[src/rtl/mips_multicycle_controller.sv]
// Main control FSM for the multicycle MIPS datapath: sequences fetch, decode,
// execute, memory and writeback steps and drives datapath enables and selects.
module mips_multicycle_controller #(
   parameter int OP_W     = 6,
   parameter int ALU_OP_W = 2
) (
   input  logic                clk,
   input  logic                rst_n,
   input  logic [OP_W-1:0]     opcode,
   input  logic                mem_ready,
   output logic                mem_req,
   output logic                iord,
   output logic                mem_write,
   output logic                ir_write,
   output logic                pc_write,
   output logic                branch,
   output logic                reg_write,
   output logic                reg_dst,
   output logic                mem_to_reg,
   output logic                alu_src_a,
   output logic [1:0]          alu_src_b,
   output logic [1:0]          pc_src,
   output logic [ALU_OP_W-1:0] alu_op,
   output logic                illegal_op
);

   localparam logic [OP_W-1:0] OP_R    = OP_W'(6'b000000);
   localparam logic [OP_W-1:0] OP_LW   = OP_W'(6'b100011);
   localparam logic [OP_W-1:0] OP_SW   = OP_W'(6'b101011);
   localparam logic [OP_W-1:0] OP_BEQ  = OP_W'(6'b000100);
   localparam logic [OP_W-1:0] OP_ADDI = OP_W'(6'b001000);
   localparam logic [OP_W-1:0] OP_J    = OP_W'(6'b000010);

   localparam logic [ALU_OP_W-1:0] ALU_ADD   = ALU_OP_W'(2'b00);
   localparam logic [ALU_OP_W-1:0] ALU_SUB   = ALU_OP_W'(2'b01);
   localparam logic [ALU_OP_W-1:0] ALU_FUNCT = ALU_OP_W'(2'b10);

   typedef enum logic [3:0] {
      S_IDLE, S_FETCH, S_DECODE, S_MEMADR, S_MEMREAD, S_MEMWB, S_MEMWRITE,
      S_EXECUTE, S_ALUWB, S_BRANCH, S_ADDIEX, S_ADDIWB, S_JUMP
   } state_t;

   state_t state;
   state_t state_next;
   logic   opcode_legal;

   always_comb begin
      opcode_legal = 1'b0;
      case (opcode)
         OP_R, OP_LW, OP_SW, OP_BEQ, OP_ADDI, OP_J: opcode_legal = 1'b1;
         default:                                   opcode_legal = 1'b0;
      endcase
   end

   always_comb begin
      state_next = S_FETCH;
      case (state)
         S_IDLE:     state_next = S_FETCH;
         S_FETCH:    state_next = mem_ready ? S_DECODE : S_FETCH;
         S_DECODE: begin
            case (opcode)
               OP_LW, OP_SW: state_next = S_MEMADR;
               OP_R:         state_next = S_EXECUTE;
               OP_BEQ:       state_next = S_BRANCH;
               OP_ADDI:      state_next = S_ADDIEX;
               OP_J:         state_next = S_JUMP;
               default:      state_next = S_FETCH;
            endcase
         end
         S_MEMADR: begin
            if (opcode == OP_LW)      state_next = S_MEMREAD;
            else if (opcode == OP_SW) state_next = S_MEMWRITE;
            else                      state_next = S_FETCH;
         end
         S_MEMREAD:  state_next = mem_ready ? S_MEMWB : S_MEMREAD;
         S_MEMWRITE: state_next = mem_ready ? S_FETCH : S_MEMWRITE;
         S_EXECUTE:  state_next = S_ALUWB;
         S_BRANCH:   state_next = S_FETCH;
         S_ADDIEX:   state_next = S_ADDIWB;
         default:    state_next = S_FETCH;
      endcase
   end

   // Moore outputs are registered from the next state so they change with it.
   always_ff @(posedge clk or negedge rst_n) begin
      if (!rst_n) begin
         state      <= S_IDLE;
         mem_req    <= 1'b0;
         iord       <= 1'b0;
         branch     <= 1'b0;
         reg_write  <= 1'b0;
         reg_dst    <= 1'b0;
         mem_to_reg <= 1'b0;
         alu_src_a  <= 1'b0;
         alu_src_b  <= 2'b00;
         pc_src     <= 2'b00;
         alu_op     <= ALU_ADD;
      end else begin
         state      <= state_next;
         mem_req    <= 1'b0;
         iord       <= 1'b0;
         branch     <= 1'b0;
         reg_write  <= 1'b0;
         reg_dst    <= 1'b0;
         mem_to_reg <= 1'b0;
         alu_src_a  <= 1'b0;
         alu_src_b  <= 2'b00;
         pc_src     <= 2'b00;
         alu_op     <= ALU_ADD;
         case (state_next)
            S_FETCH: begin
               mem_req   <= 1'b1;
               alu_src_b <= 2'b01;
            end
            S_DECODE:  alu_src_b <= 2'b11;
            S_MEMADR, S_ADDIEX: begin
               alu_src_a <= 1'b1;
               alu_src_b <= 2'b10;
            end
            S_MEMREAD, S_MEMWRITE: begin
               mem_req <= 1'b1;
               iord    <= 1'b1;
            end
            S_MEMWB: begin
               reg_write  <= 1'b1;
               mem_to_reg <= 1'b1;
            end
            S_EXECUTE: begin
               alu_src_a <= 1'b1;
               alu_op    <= ALU_FUNCT;
            end
            S_ALUWB: begin
               reg_write <= 1'b1;
               reg_dst   <= 1'b1;
            end
            S_BRANCH: begin
               alu_src_a <= 1'b1;
               alu_op    <= ALU_SUB;
               branch    <= 1'b1;
               pc_src    <= 2'b01;
            end
            S_ADDIWB:  reg_write <= 1'b1;
            S_JUMP:    pc_src    <= 2'b10;
            default: ;
         endcase
      end
   end

   // Strobes qualified by the memory handshake follow mem_ready in the same cycle.
   assign ir_write   = (state == S_FETCH) && mem_ready;
   assign pc_write   = ((state == S_FETCH) && mem_ready) || (state == S_JUMP);
   assign mem_write  = (state == S_MEMWRITE) && mem_ready;
   assign illegal_op = (state == S_DECODE) && !opcode_legal;

endmodule
[config.mk]
export PLATFORM = sky130hd
export DESIGN_NAME = mips_multicycle_controller
export DESIGN_NICKNAME = d
export VERILOG_FILES = /design/src/rtl/mips_multicycle_controller.sv
export SDC_FILE = /design/constraint.sdc
export NUM_CORES = 1
export LEC_CHECK = 0
export CORE_UTILIZATION = 50
export DETAILED_ROUTE_END_ITERATION = 10
export PLACE_DENSITY = 0.85
export SYNTH_ARGS = -nofsm -noshare
export SYNTH_HDL_FRONTEND = slang
export SYNTH_SLANG_ARGS = --single-unit
[constraint.sdc]
create_clock -name clk -period 3.1 [get_ports clk]
set_clock_uncertainty 0.15 [all_clocks]
set_input_delay 0.62 -clock clk [delete_from_list [all_inputs] [get_ports clk]]
set_output_delay 0.62 -clock clk [all_outputs]
set_load 0.05 [all_outputs]
-- After elaboration in Yosys (flattened, before gate mapping)
Index checks and enable logic that the tools add are counted.
- mux-type cells: 18
- eq/ne operators: 25
- reduce and logical (&&, ||, !) cells: 13
- operators by type and width (kind ; count):
    $eq A4 B3 Y1 const B ; 7
    $eq A4 B4 Y1 const B ; 7
    $pmux W4 S7 ; 1
    $pmux W4 S5 ; 1
    $eq A4 B2 Y1 const B ; 4
    $eq A6 B6 Y1 const B ; 2
    $mux W1 ; 9
    $mux W3 ; 3
    $eq A4 B1 Y1 const B ; 2
    $pmux W2 S2 ; 2
    $eq A6 B2 Y1 const B ; 1
    $eq A6 B3 Y1 const B ; 1
    $eq A6 B4 Y1 const B ; 1
    $logic_not A6 Y1 ; 1
    $pmux W2 S3 ; 1
    $reduce_or A2 Y1 ; 3
    $reduce_or A3 Y1 ; 2
    $reduce_or A6 Y1 ; 1
    $reduce_or A4 Y1 ; 1
    $logic_and A1 B1 Y1 ; 3
    $mux W2 ; 1
    $logic_not A1 Y1 ; 1
    $logic_or A1 B1 Y1 ; 1
- output and inout bits: 17
- bits of input ports: 9
- register bits: 17
- word-level logic and storage cells: 67

-- Logic depth before layout (Yosys ltp)
- word-level depth: 7
- gate-level depth with buffers: 7
- mapped depth without buffers: 6

-- Worst setup path before layout
Ideal clock, no wire load.
- path kind: input port to output port
- from: input port opcode[1]
- to: output port illegal_op
- setup slack: 0.653 ns
- buffers on the path: 0
- required time: 2.330 ns
- arrival: 1.677 ns
- cell stages on the path: 3
- cells stage by stage: xor2_1 a2111oi_4 o21a_1
- cells in the longest elaborated chain, start to end: 5
- elaborated cells between the ends (all ways): 10
- those cells by class: eq/ne (5); mux (1); reduce/logical (4)
- ends and longest elaborated chain (element ; line ; source):
    start: declaration ; 9 ; input logic [OP_W-1:0] opcode,
    $eq A6 B6 Y1 (tied with other cells) ; 49 ; case (opcode)
    $reduce_or A6 Y1 * ; 49 ;
    $mux W1 * ; 49 ;
    $logic_not A1 Y1 * ; 153 ; assign illegal_op = (state == S_DECODE) && !opcode_legal;
    $logic_and A1 B1 Y1 * ; 153 ;
    end: declaration ; 24 ; output logic illegal_op
Every way passes the cells marked *; elsewhere a longest branch is shown, timed or not.

-- Final worst setup path
Same ends and word-level chain as after synthesis.

==> metrics.log <==
[metrics] drt first pass iters: 4
[metrics] number of global-route vias before repair: 706
[metrics] Slew @ Worst Pin: 0.642 ns
[metrics] largest registers in the final layout: state (4), alu_op (2), alu_src_b (2)
[metrics] status: finished, final reports clean
[metrics] root buffer cell: sky130_fd_sc_hd__clkbuf_4
[metrics] count of H-tree levels built during CTS: 1
[metrics] filler cell count in the final layout: 134
[metrics] leading register cell type out of synthesis: sky130_fd_sc_hd__dfrtp_1
[metrics] Routed wire per std cell: 13.7 microns
[metrics] top cell types by occurrence after synthesis: 15 x sky130_fd_sc_hd__dfrtp_1, 8 x sky130_fd_sc_hd__nor2_1, 6 x sky130_fd_sc_hd__buf_4
[metrics] Starting Density: 53.9%
[metrics] number of port buffers: 25
[metrics] flip-flop and latch count after synthesis: 15
[metrics] via count of the routed design: 778
[metrics] number of clock sinks: 15
[metrics] final-layout worst hold slack: 0.581 ns
[metrics] synthesized netlist cell count: 92
[metrics] unrepaired setup endpoints after global routing: no
[metrics] PnR Total Power: 0.869 mW
[metrics] remaining antenna violation count: 0
[metrics] yosys synthesis warning count: 0
[metrics] Worst Path Class, Setup: primary input to output port
[metrics] global-route total usage across every layer: 22.1%
[metrics] TritonCTS clock tree: yes
[metrics] Net Count, Synth: 101
[metrics] power per unit of standard cell area: 694 nW/um^2
[metrics] post-route setup TNS: 0 ns
[metrics] HPWL reported at the end of detailed placement: 1.44 mm
[metrics] count of routing violations after the opening detailed-route iteration: 14
[metrics] clock buffers created by TritonCTS: 3
[metrics] Peak VDD IR: 0.000703 V
[metrics] Static Leakage: 0.512 nW
[metrics] number of cells on the worst reg-to-reg path: 6
[metrics] GRT overflow: 0
[metrics] Internal: 0.476 mW
[metrics] number of gates resized after CTS: 0
[metrics] routed wire length: 1.93 mm
[metrics] floorplan die area: 2060 sq um
[metrics] number of maximum-capacitance violations: 0
[metrics] largest register by flop count: state
[metrics] weighted congestion at the end of routability-driven global placement: 0.818
[metrics] placement row count: 15
[metrics] library cell with the highest instance count after synthesis: sky130_fd_sc_hd__dfrtp_1
[metrics] switching power total: 0.393 mW
[metrics] growth of design area from synthesis to finish: 33.1%
[metrics] number of antenna violations at the first check in global routing: 0
[metrics] vias per inst: 5.52
[metrics] number of flops mapped to enable cells by yosys: 0
[metrics] endpoint required time on the critical path: 2.33 ns
[metrics] worst hold path type: primary input to asynchronous set/reset pin
[metrics] total standard cell area after synthesis: 941 sq um
[metrics] number of distinct library cell variants in the gate-level netlist after synthesis: 37
[metrics] critical path fanouts, max: 6
[metrics] Sw Share: 45.2%
[metrics] number of max-slew violations in the final report: 0
[metrics] fraction of final layout cells sized beyond drive strength 1: 19.0%
[metrics] fraction of registers with async set or reset after synthesis: 100%
[metrics] Synth top area share: 39.9%
[metrics] main area contributors after synthesis: sky130_fd_sc_hd__dfrtp_1 40%, sky130_fd_sc_hd__buf_4 4.8%, sky130_fd_sc_hd__nor4_4 4.5%
[metrics] remaining max-slew budget at the tightest pin: 57.1%
[metrics] total of endpoints with negative setup slack in the final report: 0
[metrics] max reg flops: 4
[metrics] area of the core: 1750 sq um
[metrics] largest net degree at the start of global routing: 17
[metrics] combinational group share of total power: 54.9%
[metrics] setup fix buffers added after clock tree synthesis: 0
[metrics] share of the yosys chip area belonging to registers: 39.9%
[metrics] DRC violation count after routing: 0
[metrics] shortest period the worst path allows: 2.93 ns
[metrics] period utilisation layout: 94.6%
[metrics] later-pin clock latency in the skew report: 0.28 ns
[metrics] number of buffers between clock root and the deepest sink: 2
[metrics] number of hold-repair buffers added at the cts stage: 0
[metrics] endpoints failing hold: 0
[metrics] Data arrival, critical path: 2.16 ns
[metrics] clock network fraction of design power: 12.3%
[metrics] IO Count: 26
[metrics] Die H: 45.4 microns
[metrics] clock transition at the registers of the reported paths: 0.08 ns
[metrics] global-route wire length before repair: 3.23 mm
[metrics] net count reported at finish: 126
[metrics] die width: 45.4 microns
[metrics] type of element launching the critical path: primary input
[metrics] achievable frequency: 0.341 GHz
[metrics] crit path capture type: output port
[metrics] antenna cell count: 0
[metrics] cell taking the most area after synthesis: sky130_fd_sc_hd__dfrtp_1
[metrics] share of power burned in registers: 32.8%
[metrics] Syn Area/Cell: 10.2 sq um
-- area by class of cell --
cell class	instances	area (sq um)	share of cell area [%]
multi-input combinational	68	509	40.7
timing repair buffer	26	298	23.8
inverter	3	11.3	0.899
clock inverter	1	5.00	0.400
sequential	15	375	30.0
tap	25	31.3	2.50
clock buffer	3	22.5	1.80
-- path summary, 6_finish.rpt --
path                       slack [ns]                from                   end
max in group asynchronous        1.81               rst_n     mem_req$_DFF_PN0_
min in group clk                 0.62  state[1]$_DFF_PN0_  mem_to_reg$_DFF_PN0_
hold reg to reg                  0.62  state[1]$_DFF_PN0_  mem_to_reg$_DFF_PN0_
setup reg to reg                 0.87  state[2]$_DFF_PN0_   alu_src_a$_DFF_PN0_
setup / recovery                 0.17           opcode[1]            illegal_op
hold / removal                   0.58               rst_n   alu_op[0]$_DFF_PN0_
-- critical path: stages --
cell	delay, ns
sky130_fd_sc_hd__clkdlybuf4s50_1	0.50
sky130_fd_sc_hd__xor2_1	0.23
sky130_fd_sc_hd__a2111oi_4	0.44
sky130_fd_sc_hd__o21a_1	0.22
sky130_fd_sc_hd__buf_12	0.14
-- power by group through the flow --
| stage | registers [mW] | clock network (mW) | logic, mW |
|---|---|---|---|
| after detailed placement | 0.287 | 0 | 0.478 |
| final | 0.285 | 0.107 | 0.477 |
| after floorplan | 0.343 | 0 | 0.274 |
| after global routing | 0.291 | 0.122 | 0.506 |
| after CTS | 0.283 | 0.111 | 0.482 |
| after global placement | 0.286 | 0 | 0.466 |
-- stage by stage --
step | util (%) | std cells | area, sq um | setup slack [ns]
2_1_floorplan | - | 92 | 941 | 0.653
3_3_place_gp | 70.2 | 137 | 1220 | 0.216
3_5_place_dp | 70.2 | 137 | 1220 | 0.164
4_1_cts | 71.8 | 141 | 1250 | 0.164
5_1_grt | 71.8 | 141 | 1250 | 0.0924
6_report | 71.8 | 141 | 1250 | 0.167
-- cell families after synthesis --
family | share of synthesized area (%)
compound gates | 17.2
xor+xnor | 4.52
buf+inv | 5.98
flops | 39.9
simple gates | 32.4
-- layer usage --
| metal | global-route usage (%) | vias to the layer above | part of all wire (%) |
|---|---|---|---|
| li1 | - | 380 | - |
| met1 | 31.0 | 373 | 45 |
| met2 | 33.4 | 25 | 49 |
| met3 | 7.54 | 0 | 6.0 |
| met4 | 3.64 | 0 | 0 |
| met5 | 0 | - | 0 |
-- layout by cell type (no fill, tap or decap), types with 2 or more instances in the layout --
cell	synthesis	layout
sky130_fd_sc_hd__clkdlybuf4s50_1	0	21
sky130_fd_sc_hd__dfrtp_1	15	15
sky130_fd_sc_hd__nor2_1	8	8
sky130_fd_sc_hd__nand2_1	5	5
sky130_fd_sc_hd__o21ai_0	5	5
sky130_fd_sc_hd__nor3_1	5	5
sky130_fd_sc_hd__a21oi_1	4	4
sky130_fd_sc_hd__nand3b_1	4	4
sky130_fd_sc_hd__buf_12	0	4
sky130_fd_sc_hd__nor2b_1	3	3
sky130_fd_sc_hd__nand3_1	3	3
sky130_fd_sc_hd__xor2_1	3	3
sky130_fd_sc_hd__inv_1	3	3
sky130_fd_sc_hd__clkbuf_4	0	3
sky130_fd_sc_hd__and3_2	2	2
sky130_fd_sc_hd__nand4_1	2	2
sky130_fd_sc_hd__nor4_4	2	2
No activity file was read; power rests on OpenSTA's default activity.
